`src/rtl/regfile_pkg.sv`:
```
// Shared types and constants for the register-file write-back path.
package regfile_pkg;

    localparam int NUM_REGS      = 32;
    localparam int REG_IDX_W     = 5;
    localparam int WB_DATA_WIDTH = 64;
    localparam int WB_TAG_W      = 2;

    localparam logic [REG_IDX_W-1:0] REG_ZR = 5'd31;

    typedef struct packed {
        logic [REG_IDX_W-1:0]     rd;
        logic [WB_DATA_WIDTH-1:0] data;
    } wb_req_t;

endpackage

```
`src/rtl/wb_hold_slot.sv`:
```
// One-entry write-back hold slot with a capture-order tag.
module wb_hold_slot
    import regfile_pkg::*;
#(
    parameter int DATA_WIDTH = 64
) (
    input  logic                  clk,
    input  logic                  reset,
    input  logic                  load,
    input  logic                  clear,
    input  logic [REG_IDX_W-1:0]  new_rd,
    input  logic [DATA_WIDTH-1:0] new_data,
    input  logic [WB_TAG_W-1:0]   new_tag,
    output logic                  valid,
    output logic [REG_IDX_W-1:0]  rd,
    output logic [DATA_WIDTH-1:0] data,
    output logic [WB_TAG_W-1:0]   tag
);

    // Load wins over clear so a granted slot can refill on the same edge.
    always_ff @(posedge clk or posedge reset) begin
        if (reset) begin
            valid <= 1'b0;
            rd    <= '0;
            data  <= '0;
            tag   <= '0;
        end else if (load) begin
            valid <= 1'b1;
            rd    <= new_rd;
            data  <= new_data;
            tag   <= new_tag;
        end else if (clear) begin
            valid <= 1'b0;
        end
    end

endmodule

```
`src/rtl/regfile_wb_arbiter.sv`:
```
// Two-source write-back arbiter for the single register-file write port.
module regfile_wb_arbiter
    import regfile_pkg::*;
#(
    parameter int                   DATA_WIDTH = 64,
    parameter logic [REG_IDX_W-1:0] ZR_INDEX   = REG_ZR
) (
    input  logic                  clk,
    input  logic                  reset,
    input  logic                  a_valid,
    output logic                  a_ready,
    input  logic [REG_IDX_W-1:0]  a_reg,
    input  logic [DATA_WIDTH-1:0] a_data,
    input  logic                  b_valid,
    output logic                  b_ready,
    input  logic [REG_IDX_W-1:0]  b_reg,
    input  logic [DATA_WIDTH-1:0] b_data,
    output logic                  RegWrite,
    output logic [REG_IDX_W-1:0]  WriteRegister,
    output logic [DATA_WIDTH-1:0] WriteData,
    output logic [NUM_REGS-1:0]   pending
);

    logic                  a_held;
    logic                  b_held;
    logic [REG_IDX_W-1:0]  a_rd;
    logic [REG_IDX_W-1:0]  b_rd;
    logic [DATA_WIDTH-1:0] a_q;
    logic [DATA_WIDTH-1:0] b_q;
    logic [WB_TAG_W-1:0]   a_tag;
    logic [WB_TAG_W-1:0]   b_tag;
    logic [WB_TAG_W-1:0]   a_age;
    logic [WB_TAG_W-1:0]   b_age;
    logic [WB_TAG_W-1:0]   cyc;
    logic                  last_a;
    logic                  grant_a;
    logic                  grant_b;
    logic                  a_load;
    logic                  b_load;
    logic                  same_rd;
    logic                  a_older;

    // Entries live at most two cycles, so a wrapping stamp orders them.
    assign a_age   = cyc - a_tag;
    assign b_age   = cyc - b_tag;
    assign same_rd = a_rd == b_rd;
    assign a_older = a_age > b_age;

    always_comb begin
        grant_a = 1'b0;
        grant_b = 1'b0;
        unique case (1'b1)
            a_held & ~b_held: grant_a = 1'b1;
            ~a_held & b_held: grant_b = 1'b1;
            a_held & b_held & same_rd: begin
                grant_a = a_older;
                grant_b = ~a_older;
            end
            a_held & b_held & ~same_rd: begin
                grant_a = ~last_a;
                grant_b = last_a;
            end
            default: ;
        endcase
    end

    assign a_ready = ~a_held | grant_a;
    assign b_ready = ~b_held | grant_b;

    // Zero-register requests complete the handshake but are never stored.
    assign a_load = a_valid & a_ready & (a_reg != ZR_INDEX);
    assign b_load = b_valid & b_ready & (b_reg != ZR_INDEX);

    wb_hold_slot #(.DATA_WIDTH(DATA_WIDTH)) u_slot_a (
        .clk      (clk),
        .reset    (reset),
        .load     (a_load),
        .clear    (grant_a),
        .new_rd   (a_reg),
        .new_data (a_data),
        .new_tag  (cyc),
        .valid    (a_held),
        .rd       (a_rd),
        .data     (a_q),
        .tag      (a_tag)
    );

    wb_hold_slot #(.DATA_WIDTH(DATA_WIDTH)) u_slot_b (
        .clk      (clk),
        .reset    (reset),
        .load     (b_load),
        .clear    (grant_b),
        .new_rd   (b_reg),
        .new_data (b_data),
        .new_tag  (cyc),
        .valid    (b_held),
        .rd       (b_rd),
        .data     (b_q),
        .tag      (b_tag)
    );

    always_ff @(posedge clk or posedge reset) begin
        if (reset) begin
            cyc           <= '0;
            last_a        <= 1'b0;
            RegWrite      <= 1'b0;
            WriteRegister <= '0;
            WriteData     <= '0;
        end else begin
            cyc      <= cyc + 1'b1;
            RegWrite <= grant_a | grant_b;
            if (grant_a) begin
                WriteRegister <= a_rd;
                WriteData     <= a_q;
                last_a        <= 1'b1;
            end else if (grant_b) begin
                WriteRegister <= b_rd;
                WriteData     <= b_q;
                last_a        <= 1'b0;
            end
        end
    end

    always_comb begin
        pending = '0;
        if (a_held) pending[a_rd] = 1'b1;
        if (b_held) pending[b_rd] = 1'b1;
    end

endmodule

```
`config.mk`:
```
export PLATFORM = sky130hd
export DESIGN_NAME = regfile_wb_arbiter
export DESIGN_NICKNAME = d
export VERILOG_FILES = /design/src/rtl/regfile_pkg.sv /design/src/rtl/wb_hold_slot.sv /design/src/rtl/regfile_wb_arbiter.sv
export SDC_FILE = /design/constraint.sdc
export NUM_CORES = 1
export LEC_CHECK = 0
export BUFFER_PORTS_ARGS = -buffer_cell sky130_fd_sc_hd__buf_2
export CAP_MARGIN = 20
export CORE_MARGIN = 1
export CORE_UTILIZATION = 40
export CTS_BUF_LIST = sky130_fd_sc_hd__clkbuf_8
export CTS_CLUSTER_DIAMETER = 120
export CTS_CLUSTER_SIZE = 20
export DETAILED_ROUTE_END_ITERATION = 7
export GPL_TIMING_DRIVEN = 0
export REMOVE_ABC_BUFFERS = 1
export SLEW_MARGIN = 40
export SYNTH_ARGS = -nofsm -noshare
export SYNTH_HDL_FRONTEND = slang
export SYNTH_SLANG_ARGS = --single-unit
```
`constraint.sdc`:
```
create_clock -name clk -period 15.6 [get_ports clk]
set_input_delay 0.78 -clock clk [delete_from_list [all_inputs] [get_ports clk]]
set_output_delay 0.78 -clock clk [all_outputs]
set_load 0.01 [all_outputs]
```
Yosys cells after proc, flatten, opt, wreduce, memory -nomap -nowiden --
Cells that the tools add are included.
Word-level totals: RAM bits 0, bits in read-only memories 0, input bits 142, memories kept 0, output and inout bits 104, flip-flop bits (word level) 217, bits in latches 0, logic and storage cells 64
Operators by class: bitwise logic cells 18, shifts and indexed selects 0, reduce and logical (&&, ||, !) cells 5, add/sub/neg operators 3, div/mod/pow operators 0, equality and inequality tests 3, order comparisons 5, multipliers 0, mux-type cells 17
Operators with widths (count):
- 64-bit 2-to-1 mux | 2
- 32-bit 2-to-1 mux | 2
- 32-bit bitwise OR | 1
- 5-bit by 6-bit less-than comparator with 1-bit output, second input constant | 2
- 1-bit demux with 5-bit select | 2
- 5-bit by 1-bit greater-or-equal comparator with 1-bit output, second input constant | 2
- 5-bit 2-to-1 mux | 2
- 5-bit inequality test, second input constant | 2
- 1-bit AND | 9
- 1-bit 2-to-1 mux | 7
- 1-bit one-hot mux with 3 select lines | 2
- 2-bit nonzero test | 3
- 5-bit equality test | 1
- 1-bit NOT | 5
- 2-bit subtractor | 2
- 1-bit bitwise OR | 3
- 2-bit by 1-bit adder with 2-bit output, second input constant | 1
- 2-bit > comparator | 1
- 1-bit logical AND | 2

Logic depth before layout (Yosys ltp) --
word-level depth 8, mapped depth 12

Hierarchy --
Synthesis repeated with hierarchy kept, for this count alone.
Second synthesis, totals: cell total of the unflattened synthesis 742, area total of the unflattened synthesis 10615.2 um^2
Modules (own cells, without submodules):
- wb_hold_slot | area an instance 3026.7 um^2, cells an instance 154, times used 2
- regfile_wb_arbiter | area an instance 4561.9 um^2, cells an instance 434, times used 1

Worst setup path before layout --
No wires, ideal clock.
path type reg2out, start register cyc[0], end output a_ready, path slack 12.847 ns, cell stages (with the launch flop) 11, arrival time 1.973 ns, cells stage by stage dfrtp_1 > inv_1 > ha_1 > xor2_1 > xnor2_1 > ha_1 > and2_1 > a21o_1 > nor3_2 > nor3_1 > inv_1
On the way: cells in the longest elaborated chain, start to end 4, elaborated cells on any way between the ends 5, classes of those cells add/sub: 2; order compare: 1; mux: 1; bitwise: 1
Ends and longest elaborated chain:
- start: declaration | RTL line regfile_wb_arbiter.sv:34 | logic [WB_TAG_W-1:0] cyc;
- start signal: assignment | RTL line regfile_wb_arbiter.sv:110 | cyc <= cyc + 1'b1;
- 2-bit subtractor (on tied branches) | RTL line regfile_wb_arbiter.sv:44, regfile_wb_arbiter.sv:45
- 2-bit > comparator (*) | RTL line regfile_wb_arbiter.sv:47 | assign a_older = a_age > b_age;
- 1-bit one-hot mux with 3 select lines (*) | RTL line regfile_wb_arbiter.sv:52 | unique case (1'b1)
- 1-bit bitwise OR (*) | RTL line regfile_wb_arbiter.sv:67 | assign a_ready = ~a_held | grant_a;
- end: declaration | RTL line regfile_wb_arbiter.sv:11 | output logic a_ready,
Every way passes the cells marked *; elsewhere a longest branch is shown, timed or not.

Final worst setup path --
Same ends and word-level chain as after synthesis.

==> results.json <==
{
  "syn_area_per_cell_um2": 12.7,
  "synth.most_common_cell": "dfrtp_1",
  "hp-class": "input port to async pin",
  "routed_wl_um": 25100,
  "min_period_over_period_pct": 23.7,
  "wl_per_cell_um": 19.1,
  "synth-adder-area-share_pct": 0.514,
  "post-route-util_pct": 49.1,
  "ant_nets": 0,
  "numCtsBuffers": 14,
  "antenna_found_initial": 8,
  "fin_nets": 1134,
  "start_kind": "flop",
  "clk_pin_slew_worst_paths_ns": 0.13,
  "synth.area.top_cells": "dfrtp_1 56%, mux2_1 8.8%, mux2_2 7.2%",
  "async_reset_ff_share_pct": 100,
  "grt_max_degree": 76,
  "synth_top_family_by_area": "multiplexers",
  "cts-resized-gates": 0,
  "synth_edf_count": 0,
  "tightest_slew_ns": 0.677,
  "track_usage_pct": 20.2,
  "initial_core_util_pct": 41.1,
  "report.final.slew_viol_count": 0,
  "vdd_drop_max_mv": 0.108,
  "grt_pass1_vias": 7239,
  "synth-seq-cells": 217,
  "path_max_fanout": 4,
  "setup_violations": 0,
  "tns_ns": 0,
  "cellPowerDensity_nw_per_um2": 166,
  "core-area_um2": 23700,
  "synth_area_um2": 9730,
  "yosysUniqueCellTypes": 45,
  "path_class": "flop to output pin",
  "synth-main-ff-cell": "dfrtp_1",
  "die_w_um": 158,
  "switching_power_uw": 709,
  "maxCapViolCount": 0,
  "outcome": "finished, final reports clean",
  "rsz0062_at_grt": "no",
  "fin_crit_ns": 3.69,
  "clock-sinks": 217,
  "intPower_uw": 1220,
  "synthCells": 765,
  "yosysTopAreaCellShare_pct": 55.8,
  "yosys.area.top_type": "dfrtp_1",
  "ctsHoldBuffers": 0,
  "arrival_ns": 2.91,
  "leakage_uw": 0.00507,
  "worstSetupEndpointType": "output pin",
  "required_ns": 14.82,
  "cts_root_buf": "clkbuf_8",
  "grt_pass1_wl_um": 39600,
  "drc": 0,
  "yosysWarningCount": 0,
  "combinationalPowerShare_pct": 39.4,
  "cts_tree": "yes",
  "fmax_mhz": 271,
  "r2r_slack_ns": 12.20,
  "clkPwrFrac_pct": 13.7,
  "fp-row-count": 56,
  "rr_worst_depth": 10,
  "seq_area_frac_synth_pct": 55.8,
  "grt.overflow.total": 0,
  "synth_xor_area_share_pct": 0.900,
  "dieArea_um2": 25000,
  "num_vias": 7138,
  "finalHoldViolCount": 0,
  "power.share.sequential_pct": 46.9,
  "synth_common_cells": "217 x dfrtp_1, 76 x mux2_1, 62 x mux2_2, 48 x or3_1, 43 x o221a_2",
  "via_per_inst": 5.44,
  "slew_headroom_pct": 54.8,
  "gp_congestion": 0.795,
  "fin_skew_ns": 0.0155,
  "dr.pass1.iters": 6,
  "cts_setup_buffers": 0,
  "sw_frac_of_total_pct": 36.8,
  "ioPinCount": 246,
  "drt_iter0_markers": 556,
  "insertion_delay_ns": 0.51,
  "synthMuxAreaShare_pct": 16.2,
  "htreeDepth": 1,
  "clockBufferDepth": 3,
  "synth_compound_area_share_pct": 13.8,
  "drive_gt1_share_pct": 41.3,
  "syn2layout_area_growth_pct": 19.5,
  "synth-simple-area-share_pct": 8.58,
  "post-dp-hpwl_um": 17100,
  "die_y_um": 158,
  "port-buffer-count": 245
}
power by group through the flow:
stage          clock network, uW  registers [uW]  logic (uW)
2_1_floorplan                  0             931         421
3_5_place_dp                   0             913         765
3_3_place_gp                   0             932         700
4_1_cts                      279             905         766
6_report                     264             904         759
5_1_grt                      293             933         833
logic make-up (layout without fill, tap and decap cells):
logic type               after synthesis  in the layout
other                                  0              4
XOR/XNOR                              10             10
buffers and inverters                 77            300
flip-flops                           217            217
AND/OR/NAND/NOR                      149            149
multiplexers                         140            140
AO/OA/AOI/OAI                        168            168
adder cells (fa/ha/maj)                4              4
flip-flops by register name, summed over array words and instances, names as in the netlist, 2 cells and up:
signal,count
u_slot_a.rd,5
cyc,2
u_slot_b.tag,2
WriteData,64
WriteRegister,5
u_slot_a.tag,2
u_slot_b.rd,5
u_slot_a.data,64
u_slot_b.data,64
per-stage QoR:
step                cell area [um2]  power (uW)  cells  worst slack, ns  hold slack, ns
floorplan                      9370        1350    702             8.88           0.458
global placement              11000        1630   1266             6.12           0.467
detailed placement            11400        1680   1290            12.15           0.474
CTS                           11600        1950   1306            11.85           0.301
global route                  11600        2060   1309            11.72           0.326
finish                        11600        1930   1311            11.91           0.312
worst max-delay path: stages (launching register included):
cell and delay, ns:
dfrtp_1 0.42, inv_1 0.10, ha_1 0.21, xnor2_1 0.17, xnor2_1 0.15, ha_1 0.26, and2_1 0.18, a21o_1 0.18
nor3_2 0.34, nor3_1 0.18, inv_1 0.08, buf_2 0.14
layout by cell type, fill, tap and decap left out, drive strengths merged, types with 2 or more instances in the layout:
cell     count
buf        270
dfrtp      217
mux2       138
or3         48
o221a       43
nand3       40
o22ai       32
o21ai       32
and2        24
a211oi      24
a31oi       24
clkbuf      15
inv         14
nand2       13
nor2        10
xnor2        6
diode        4
xor2         4
ha           4
nor3         4
nand2b       3
o31ai        2
nand3b       2
a2bb2oi      2
o32a         2
mux2i        2
and3         2
or2          2
cell type report:
| type | count | area [um2] |
|---|---|---|
| clock inverters | 1 | 5.00 |
| inverters | 14 | 60.1 |
| fillers | 2203 | 12100 |
| flip-flops and latches | 217 | 5440 |
| clock buffers | 15 | 206 |
| repair buffers | 270 | 1580 |
| diodes | 4 | 10.0 |
| multi-input cells | 471 | 3930 |
| well taps | 319 | 399 |
path summary, 6_finish.rpt:
| check | from | endpoint |
|---|---|---|
| worst max-delay path | cyc[0] | a_ready |
| worst min-delay path | reset | WriteData[49] |
| max in group asynchronous | reset | u_slot_a.valid |
| worst min register to register | u_slot_b.data[5] | u_slot_b.data[5] |
| worst max register to register | cyc[0] | WriteData[62] |
| min in group clk | a_data[54] | u_slot_a.data[54] |
per-layer routing:
layer	GRT usage, %	up-vias	part of all wire, %
li1	-	3296	-
met4	3.66	8	1.4
met2	32.5	266	45
met5	0	-	0.22
met3	6.57	35	9.1
met1	26.8	3533	44
Power figures use the tool's default switching activity.
